`config.mk`:
```
export PLATFORM = sky130hd
export DESIGN_NAME = mem_port_arbiter
export DESIGN_NICKNAME = d
export VERILOG_FILES = /design/src/rtl/core_pkg.sv /design/src/rtl/mem_lane.sv /design/src/rtl/mem_port_arbiter.sv
export SDC_FILE = /design/constraint.sdc
export NUM_CORES = 1
export LEC_CHECK = 0
export ABC_AREA = 1
export CORE_ASPECT_RATIO = 1.1
export CORE_UTILIZATION = 47
export CTS_CLUSTER_DIAMETER = 100
export CTS_CLUSTER_SIZE = 40
export DETAILED_ROUTE_END_ITERATION = 12
export GPL_TIMING_DRIVEN = 0
export PLACE_DENSITY = 0.87
export SYNTH_ARGS = -nofsm -noshare
export SYNTH_HDL_FRONTEND = slang
export SYNTH_HIERARCHICAL = 1
export SYNTH_SLANG_ARGS = --single-unit
```
`constraint.sdc`:
```
create_clock -name clk -period 3.7 [get_ports clk]
set_input_delay 0.555 -clock clk [delete_from_list [all_inputs] [get_ports clk]]
set_output_delay 0.555 -clock clk [all_outputs]
set_load 0.1 [all_outputs]
```
`src/rtl/core_pkg.sv`:
```
// core_pkg: shared types for the memory port arbiter
// and its big-endian byte-lane helper.
package core_pkg;

   typedef enum logic [1:0] {
      MEM_B = 2'd0,
      MEM_H = 2'd1,
      MEM_W = 2'd2
   } mem_size_t;

   typedef enum logic [2:0] {
      IDLE = 3'd0,
      AR   = 3'd1,
      R    = 3'd2,
      W    = 3'd3,
      B    = 3'd4,
      DONE = 3'd5
   } arb_state_t;

   localparam logic [2:0] MISALIGN_VEC = 3'd0;

   typedef struct packed {
      logic        is_instr;
      mem_size_t   size;
      logic        uns;
      logic [31:0] addr;
      logic [31:0] wdata;
   } mem_txn_t;

   function automatic logic misaligned(
      input logic       is_instr,
      input mem_size_t  size,
      input logic [1:0] off
   );
      logic bad;
      bad = (off != 2'b00);
      if (!is_instr) begin
         case (size)
            MEM_B:   bad = 1'b0;
            MEM_H:   bad = off[0];
            default: bad = (off != 2'b00);
         endcase
      end
      return bad;
   endfunction

endpackage

```
`src/rtl/mem_lane.sv`:
```
// mem_lane: big-endian lane steering for stores and
// lane extraction plus sign/zero extension for loads.
module mem_lane
   import core_pkg::*;
(
   input  mem_size_t   size,
   input  logic [1:0]  off,
   input  logic        uns,
   input  logic [31:0] st_data,
   input  logic [31:0] ld_word,
   output logic [3:0]  wstrb,
   output logic [31:0] wdata,
   output logic [31:0] ld_data
);

   logic [7:0]  ld_byte;
   logic [15:0] ld_half;

   // byte 0 is the most significant lane
   always_comb begin
      ld_byte = ld_word[31:24];
      case (off)
         2'd1:    ld_byte = ld_word[23:16];
         2'd2:    ld_byte = ld_word[15:8];
         2'd3:    ld_byte = ld_word[7:0];
         default: ld_byte = ld_word[31:24];
      endcase
      ld_half = off[1] ? ld_word[15:0] : ld_word[31:16];
   end

   // store strobes/replication and load extension by size
   always_comb begin
      wstrb   = 4'b1111;
      wdata   = st_data;
      ld_data = ld_word;
      case (size)
         MEM_B: begin
            wstrb   = 4'b1000 >> off;
            wdata   = {4{st_data[7:0]}};
            ld_data = {{24{~uns & ld_byte[7]}}, ld_byte};
         end
         MEM_H: begin
            wstrb   = 4'b1100 >> off;
            wdata   = {2{st_data[15:0]}};
            ld_data = {{16{~uns & ld_half[15]}}, ld_half};
         end
         default: ;
      endcase
   end

endmodule

```
`src/rtl/mem_port_arbiter.sv`:
```
// mem_port_arbiter: shares one AXI4-Lite master between
// instruction fetch and load/store with round-robin grant.
module mem_port_arbiter
   import core_pkg::*;
(
   input  logic        clk,
   input  logic        rstn,
   input  logic        if_req,
   input  logic [31:0] if_addr,
   output logic        if_ack,
   input  logic        d_req,
   input  logic        d_we,
   input  logic [1:0]  d_size,
   input  logic        d_unsigned,
   input  logic [31:0] d_addr,
   input  logic [31:0] d_wdata,
   output logic        d_ack,
   output logic        done,
   output logic        done_is_instr,
   output logic [31:0] rdata,
   output logic        fault,
   output logic [2:0]  fault_vec,
   output logic        m_axi_arvalid,
   input  logic        m_axi_arready,
   output logic [31:0] m_axi_araddr,
   input  logic        m_axi_rvalid,
   output logic        m_axi_rready,
   input  logic [31:0] m_axi_rdata,
   output logic        m_axi_awvalid,
   input  logic        m_axi_awready,
   output logic [31:0] m_axi_awaddr,
   output logic        m_axi_wvalid,
   input  logic        m_axi_wready,
   output logic [31:0] m_axi_wdata,
   output logic [3:0]  m_axi_wstrb,
   input  logic        m_axi_bvalid,
   output logic        m_axi_bready,
   output logic        m_is_instr,
   input  logic        m_throw_exception,
   input  logic [2:0]  m_exception_vec
);

   arb_state_t  state, state_nxt;
   mem_txn_t    txn, req_sel;
   logic        prio_data;
   logic        gnt_d, gnt_i, gnt_bad;
   logic        aw_done, w_done;
   logic        aw_hs, w_hs;
   logic [31:0] rdata_q;
   logic        fault_q;
   logic [2:0]  fvec_q;
   logic [3:0]  lane_wstrb;
   logic [31:0] lane_wdata, lane_ld;

   assign gnt_d = (state == IDLE) && d_req
                  && (!if_req || prio_data);
   assign gnt_i = (state == IDLE) && if_req && !gnt_d;
   assign aw_hs = m_axi_awvalid && m_axi_awready;
   assign w_hs  = m_axi_wvalid && m_axi_wready;

   // request selected by the grant, ready to latch
   always_comb begin
      req_sel.is_instr = gnt_i;
      req_sel.size     = gnt_i ? MEM_W : mem_size_t'(d_size);
      req_sel.uns      = !gnt_i && d_unsigned;
      req_sel.addr     = gnt_i ? if_addr : d_addr;
      req_sel.wdata    = d_wdata;
   end

   assign gnt_bad = misaligned(req_sel.is_instr,
                               req_sel.size,
                               req_sel.addr[1:0]);

   mem_lane u_lane (
      .size    (txn.size),
      .off     (txn.addr[1:0]),
      .uns     (txn.uns),
      .st_data (txn.wdata),
      .ld_word (m_axi_rdata),
      .wstrb   (lane_wstrb),
      .wdata   (lane_wdata),
      .ld_data (lane_ld)
   );

   // state register
   always_ff @(posedge clk or negedge rstn) begin
      if (!rstn) state <= IDLE;
      else       state <= state_nxt;
   end

   // next-state: grant, AXI phase sequencing, done pulse
   always_comb begin
      state_nxt = state;
      unique case (state)
         IDLE: begin
            if (gnt_d || gnt_i) begin
               if (gnt_bad)             state_nxt = DONE;
               else if (gnt_d && d_we)  state_nxt = W;
               else                     state_nxt = AR;
            end
         end
         AR:   if (m_axi_arready) state_nxt = R;
         R:    if (m_axi_rvalid)  state_nxt = DONE;
         W: begin
            if ((aw_done || aw_hs) && (w_done || w_hs))
               state_nxt = B;
         end
         B:    if (m_axi_bvalid)  state_nxt = DONE;
         DONE: state_nxt = IDLE;
         default: state_nxt = IDLE;
      endcase
   end

   // outputs decoded from state and latched transaction
   always_comb begin
      m_axi_arvalid = (state == AR);
      m_axi_araddr  = (state == AR)
                      ? {txn.addr[31:2], 2'b00} : '0;
      m_axi_rready  = (state == R);
      m_axi_awvalid = (state == W) && !aw_done;
      m_axi_awaddr  = (state == W)
                      ? {txn.addr[31:2], 2'b00} : '0;
      m_axi_wvalid  = (state == W) && !w_done;
      m_axi_wdata   = (state == W) ? lane_wdata : '0;
      m_axi_wstrb   = (state == W) ? lane_wstrb : '0;
      m_axi_bready  = (state == B);
      done          = (state == DONE);
      done_is_instr = (state == DONE) && txn.is_instr;
      rdata         = (state == DONE) ? rdata_q : '0;
      fault         = (state == DONE) && fault_q;
      fault_vec     = (state == DONE) ? fvec_q : '0;
      m_is_instr    = (state != IDLE) && txn.is_instr;
   end

   // grant bookkeeping: latch request, ack pulse, rotate priority
   always_ff @(posedge clk or negedge rstn) begin
      if (!rstn) begin
         txn       <= '0;
         prio_data <= 1'b1;
         if_ack    <= 1'b0;
         d_ack     <= 1'b0;
      end else begin
         if_ack <= gnt_i;
         d_ack  <= gnt_d;
         if (gnt_i || gnt_d) begin
            txn       <= req_sel;
            prio_data <= gnt_i;
         end
      end
   end

   // remember which write channels already handshook
   always_ff @(posedge clk or negedge rstn) begin
      if (!rstn) begin
         aw_done <= 1'b0;
         w_done  <= 1'b0;
      end else if (state != W) begin
         aw_done <= 1'b0;
         w_done  <= 1'b0;
      end else begin
         if (aw_hs) aw_done <= 1'b1;
         if (w_hs)  w_done  <= 1'b1;
      end
   end

   // completion result capture
   always_ff @(posedge clk or negedge rstn) begin
      if (!rstn) begin
         rdata_q <= '0;
         fault_q <= 1'b0;
         fvec_q  <= '0;
      end else if ((gnt_i || gnt_d) && gnt_bad) begin
         rdata_q <= '0;
         fault_q <= 1'b1;
         fvec_q  <= MISALIGN_VEC;
      end else if (state == R && m_axi_rvalid) begin
         fault_q <= m_throw_exception;
         fvec_q  <= m_throw_exception ? m_exception_vec : '0;
         rdata_q <= m_throw_exception ? '0 : lane_ld;
      end else if (state == B && m_axi_bvalid) begin
         fault_q <= m_throw_exception;
         fvec_q  <= m_throw_exception ? m_exception_vec : '0;
         rdata_q <= '0;
      end
   end

endmodule

```
# [Word level (Yosys, flattened, before mapping)]
# Cells that the tools add are included.
[totals] register_bits=112 latchBits=0 mem_bits_rw=0 rom_bits=0 inputBits=145 output_inout_bits=146 elab_cells=108 n_memories=0
[op_classes] n_addsub=0 mul=0 div_mod_pow=0 magnitude_cmp=0 eq_ne=16 shift=2 muxes=38 n_bitwise=3 reduce_logical=35
[op_table] op="2-to-1 mux 32 bit" n=9
[op_table] op="one-hot mux 32 bit (2 select lines)" n=2
[op_table] op="2-to-1 mux 3 bit" n=11
[op_table] op="one-hot mux 8 bit (3 select lines)" n=1
[op_table] op="logical AND 1 bit" n=17
[op_table] op="2-to-1 mux 16 bit" n=1
[op_table] op="one-hot mux 3 bit (5 select lines)" n=1
[op_table] op="2-to-1 mux 1 bit" n=8
[op_table] op="one-hot mux 4 bit (2 select lines)" n=1
[op_table] op=">> shifter 4 x 2 -> 4 bit (first input constant)" n=2
[op_table] op="== test 2 x 1 -> 1 bit (second input constant)" n=3
[op_table] op="== test 3 x 2 -> 1 bit (second input constant)" n=2
[op_table] op="== test 3 bit (second input constant)" n=2
[op_table] op="inequality test 2 bit (second input constant)" n=3
[op_table] op="nonzero test 2 bit" n=3
[op_table] op="nonzero test 3 bit" n=2
[op_table] op="zero test 1 bit" n=5
[op_table] op="AND reduction 5 bit" n=1
[op_table] op="== test 2 bit (second input constant)" n=2
[op_table] op="zero test 2 bit" n=2
[op_table] op="logical OR 1 bit" n=4
[op_table] op="2-to-1 mux 2 bit" n=2
[op_table] op="2-to-1 mux 4 bit" n=1
[op_table] op="inequality test 2 x 1 -> 1 bit (second input constant)" n=2
[op_table] op="other kinds (6)" n=7

# [Depth between registers and ports, before layout]
[logic_depth] word_depth=12 ltp_mapped=13 ltp_nobuf=12

# [By module]
# The synthesis kept the hierarchy.
[by_module_without_submodules] module="mem_port_arbiter" instances=1 cells_each=791 area_per_inst_um2=5823.1 seq_area_each_um2=2803.9
[by_module_without_submodules] module="mem_lane" instances=1 cells_each=263 area_per_inst_um2=1257.5 seq_area_each_um2=0.0

# [Worst setup path after synthesis]
# No wires, ideal clock.
[synth_timing] kind="register -> output" start="reg state[1]" end="out m_axi_araddr[10]" arrival_ns=3.678 t_required_ns=3.145 slack_ns=-0.533 path_stages_with_launch=7 n_path_buf=1 path_cell_list="dfrtp_1 -> inv_2 -> nand2_1 -> nor2_1 -> inv_1 -> clkbuf_1 -> nor2_1"
[synth_via] elab_chain_cells=2
[synth_rtl] item="from (decl)" line="mem_port_arbiter.sv:43" source="arb_state_t state, state_nxt;"
[synth_rtl] item="from (signal assigned)" line="mem_port_arbiter.sv:88" source="else state <= state_nxt;"
[synth_rtl] item="== test 3 x 1 -> 1 bit"
[synth_rtl] item="net m_axi_arvalid" line="mem_port_arbiter.sv:23" source="output logic m_axi_arvalid,"
[synth_rtl] item="2-to-1 mux 32 bit" line="mem_port_arbiter.sv:118" source="? {txn.addr[31:2], 2'b00} : '0;"
[synth_rtl] item="to (decl)" line="mem_port_arbiter.sv:25" source="output logic [31:0] m_axi_araddr,"
# The timed path passes the listed nets, and every way through them passes these cells.

# [Final worst setup path]
[layout_timing] start="reg state[1]" end="out rdata[5]"
[layout_via] elab_chain_cells=2
[layout_rtl] item="== test 3 bit" line="mem_port_arbiter.sv:129" source="rdata = (state == DONE) ? rdata_q : '0;"
[layout_rtl] item="2-to-1 mux 32 bit" line="mem_port_arbiter.sv:129"
[layout_rtl] item="to (decl)" line="mem_port_arbiter.sv:20" source="output logic [31:0] rdata,"
# Every way passes these cells.

==> impl_metrics.py <==
metrics = {
    "status": {
        "outcome": "complete, no violations",
    },
    "grt": {
        "grt_pass1_vias": 7295,
        "antenna_found_initial": 1,
        "grt-ovfl-total": 0,
        "grt_max_degree": 59,
        "grt_util_all_layers": 0.312,
        "grt_pass1_wl_um": 37500,
    },
    "yosys": {
        "synthSimpleGateAreaFrac": 0.393,
        "yosysTopAreaCellShare": 0.392,
        "async_flop_share": 1.00,
        "synth_area_um2": 7080,
        "syn_inst": 1054,
        "synth_flop_cell": "dfrtp_1",
        "synth_xor_area_frac": 0,
        "yosys.area_share.adder": 0,
        "synth_mux_area_frac": 0,
        "ys_types": 31,
        "synth.avg_cell_area_um2": 6.72,
        "synth-edff-count": 0,
        "ys_seq_area_frac": 0.396,
        "ys_top_cells_by_area": "dfrtp_1 39%, nand2_1 19%, nor2_1 8.2%",
        "synth_seq_cells": 112,
        "synth_top_area_cell": "dfrtp_1",
        "yosys_warnings": 6,
        "synth_top_family_by_area": "simple AND/OR/NAND/NOR gates",
        "synth_compound_area_frac": 0.0753,
    },
    "cells_and_area": {
        "post_route_cells_drive_above_1_share": 0.0787,
        "finalInstanceArea_um2": 10600,
        "fin_nets": 1500,
        "n_antenna_cell": 0,
        "area_delta_synth_final_pct": 49.2,
        "utilization": 0.726,
    },
    "clocking": {
        "cts_tree": "done",
        "cts_buffer_depth": 2,
        "cts-root-buf": "clkbuf_16",
        "h-tree-depth": 3,
        "cts.repair.resized": 0,
        "cts_sinks": 112,
        "cts_buffers": 9,
        "postCtsHoldBufs": 0,
        "clkTransAtPathRegs_ns": 0.08,
        "clkLatencyLatePin_ns": 0.36,
        "cts_setup_buffers": 0,
    },
    "detailed_routing": {
        "drt-total-wl_um": 24300,
        "firstDrtPassIters": 5,
        "drc_errors": 0,
        "dr.first_iter.drc_count": 482,
        "wl_per_cell_um": 15.7,
        "vias": 7757,
        "ant_nets": 0,
        "routed_via_density": 5.00,
    },
    "timing": {
        "max_slew.worst_pin.slew_ns": 1.08,
        "fmax_mhz": 281,
        "fin_crit_sh": 0.963,
        "fin_skew_ns": 0.0109,
        "finalHoldViolCount": 0,
        "finalMaxSlewViolations": 0,
        "min_period_ns": 3.56,
        "grt_setup_unrepaired": "no",
        "maxSlewHeadroom": 0.279,
        "finalSetupViolCount": 0,
        "hold_slack_ns": 0.154,
        "fin_ws_ns": 0.136,
    },
    "power_and_ir_drop": {
        "p_int_mw": 3.69,
        "swShare": 0.552,
        "pwr-share-comb": 0.624,
        "clockPowerShare": 0.126,
        "p_switching_mw": 4.54,
        "power.leakage_nw": 5.22,
        "pwr-share-seq": 0.249,
        "ir_drop_mv": 0.718,
        "power_density_nw_per_um2": 778,
    },
    "setup_path": {
        "worstPathCellList": "inv_2, nand2_1, nor2_1, inv_2, buf_1, nor2_1, clkdlybuf4s50_1",
        "required_ns": 3.14,
        "endpoint_kind": "output port",
        "worstSetupPathType": "reg -> out",
        "cp_slowest_stage_delay_ns": 1.19,
        "slowest_stage": "clkdlybuf4s50_1",
        "worstPathMaxFanout": 10,
        "critPathLaunchType": "register",
        "cp.arrival_ns": 3.01,
    },
    "placement": {
        "place_hpwl_um": 19200,
        "dpl_worst_slack_ns": 0.481,
        "gpl.final_weighted_congestion": 0.904,
        "port_buffers": 286,
        "dpl_cell_area_um2": 10200,
    },
    "flow_run": {
        "cap_violations": 0,
    },
    "die": {
        "die_h_um": 131,
        "initial_core_util": 0.486,
        "chipWidth_um": 119,
        "rows": 46,
        "core_area_um2": 14600,
        "dieArea_um2": 15600,
        "io_pins": 291,
    },
    "min_path": {
        "hold_class": "in -> async",
    },
}
## placed cells by master (no fill, tap or decap), types with 3 or more instances in the layout
cell type,instances
dlymetal6s2s_1,12
buf_2,12
nand3_1,86
nand4_1,3
nor2_2,3
clkbuf_16,9
clkdlybuf4s50_1,273
buf_6,6
nand3_2,31
conb_1,4
o211ai_1,38
a21oi_1,12
inv_2,11
buf_4,14
buf_1,3
dfrtp_1,111
inv_1,138
clkbuf_1,34
nor2_4,3
nor3_1,3
clkinvlp_4,3
nor2_1,154
o21ai_0,26
nand2_1,350
## metal layers
| layer | global-route usage | wire length [um] |
|---|---|---|
| met5 | 0 | 15 |
| met4 | 0.123 | 687 |
| met3 | 0.0486 | 1720 |
| met2 | 0.545 | 12100 |
| met1 | 0.389 | 9830 |
## registers in the layout, indices dropped and copies added (netlist names)
name	flops
rdata_q	32
fault_q	1
w_done	1
prio_data	1
aw_done	1
state	3
d_ack	1
fvec_q	3
if_ack	1
txn	68
## logic make-up (layout without fill, tap and decap cells)
family | after synthesis | in the layout
simple gates | 639 | 639
buf+inv | 219 | 522
flops | 112 | 112
compound gates | 83 | 83
other cells | 1 | 4
## synthesized netlist by cell type (12+ instances only)
master,number
nand2_1,350
nor2_1,154
inv_1,138
dfrtp_1,111
nand3_1,86
o211ai_1,38
clkbuf_1,34
nand3_2,31
o21ai_0,26
buf_4,14
a21oi_1,12
buf_2,12
## critical path, delay by kind of cell, from the launching register on
family	cells	cell delay [ns]
buf+inv	4	1.76
simple gates	3	0.45
flops	1	0.42
## power groups by stage
stage / clock (mW) / combinational, mW / sequential [mW]
2_1_floorplan: 0 / 3.81 / 2.01
3_3_place_gp: 0 / 5.01 / 2.04
3_5_place_dp: 0 / 5.10 / 2.06
4_1_cts: 1.04 / 5.12 / 2.04
5_1_grt: 1.09 / 5.52 / 2.10
6_report: 1.04 / 5.13 / 2.05
## stage by stage
step           cells  setup TNS [ns]  power (mW)
2_1_floorplan   1057          -34.05        5.82
3_5_place_dp    1536               0        7.16
6_report        1552               0        8.22
3_3_place_gp    1535         -253.37        7.06
5_1_grt         1552               0        8.71
4_1_cts         1552               0        8.21
## path summary, 6_finish.rpt
check,slack [ns],startpoint,cells past startpoint,endpoint
min in group clk,0.49,txn[17]$_DFFE_PN0P_,2,txn[17]$_DFFE_PN0P_
max in group asynchronous,2.80,rstn,2,prio_data$_DFFE_PN1P_
min,0.15,rstn,1,txn[42]$_DFFE_PN0P_
max reg2reg,1.58,prio_data$_DFFE_PN1P_,11,rdata_q[11]$_DFFE_PN0P_
max,0.14,state[1]$_DFFE_PN0P_,7,rdata[5]
min reg2reg,0.49,txn[17]$_DFFE_PN0P_,2,txn[17]$_DFFE_PN0P_
## cell type report
class / count / area, um2
flip-flops and latches: 112 / 2800
fillers: 1166 / 3990
clock inverters: 7 / 88.8
well taps: 192 / 240
inverters: 149 / 559
repair buffers: 287 / 2920
multi-input cells: 726 / 3330
clock buffers: 9 / 225
plain buffers: 70 / 400
(Power assumes the default switching activity.)
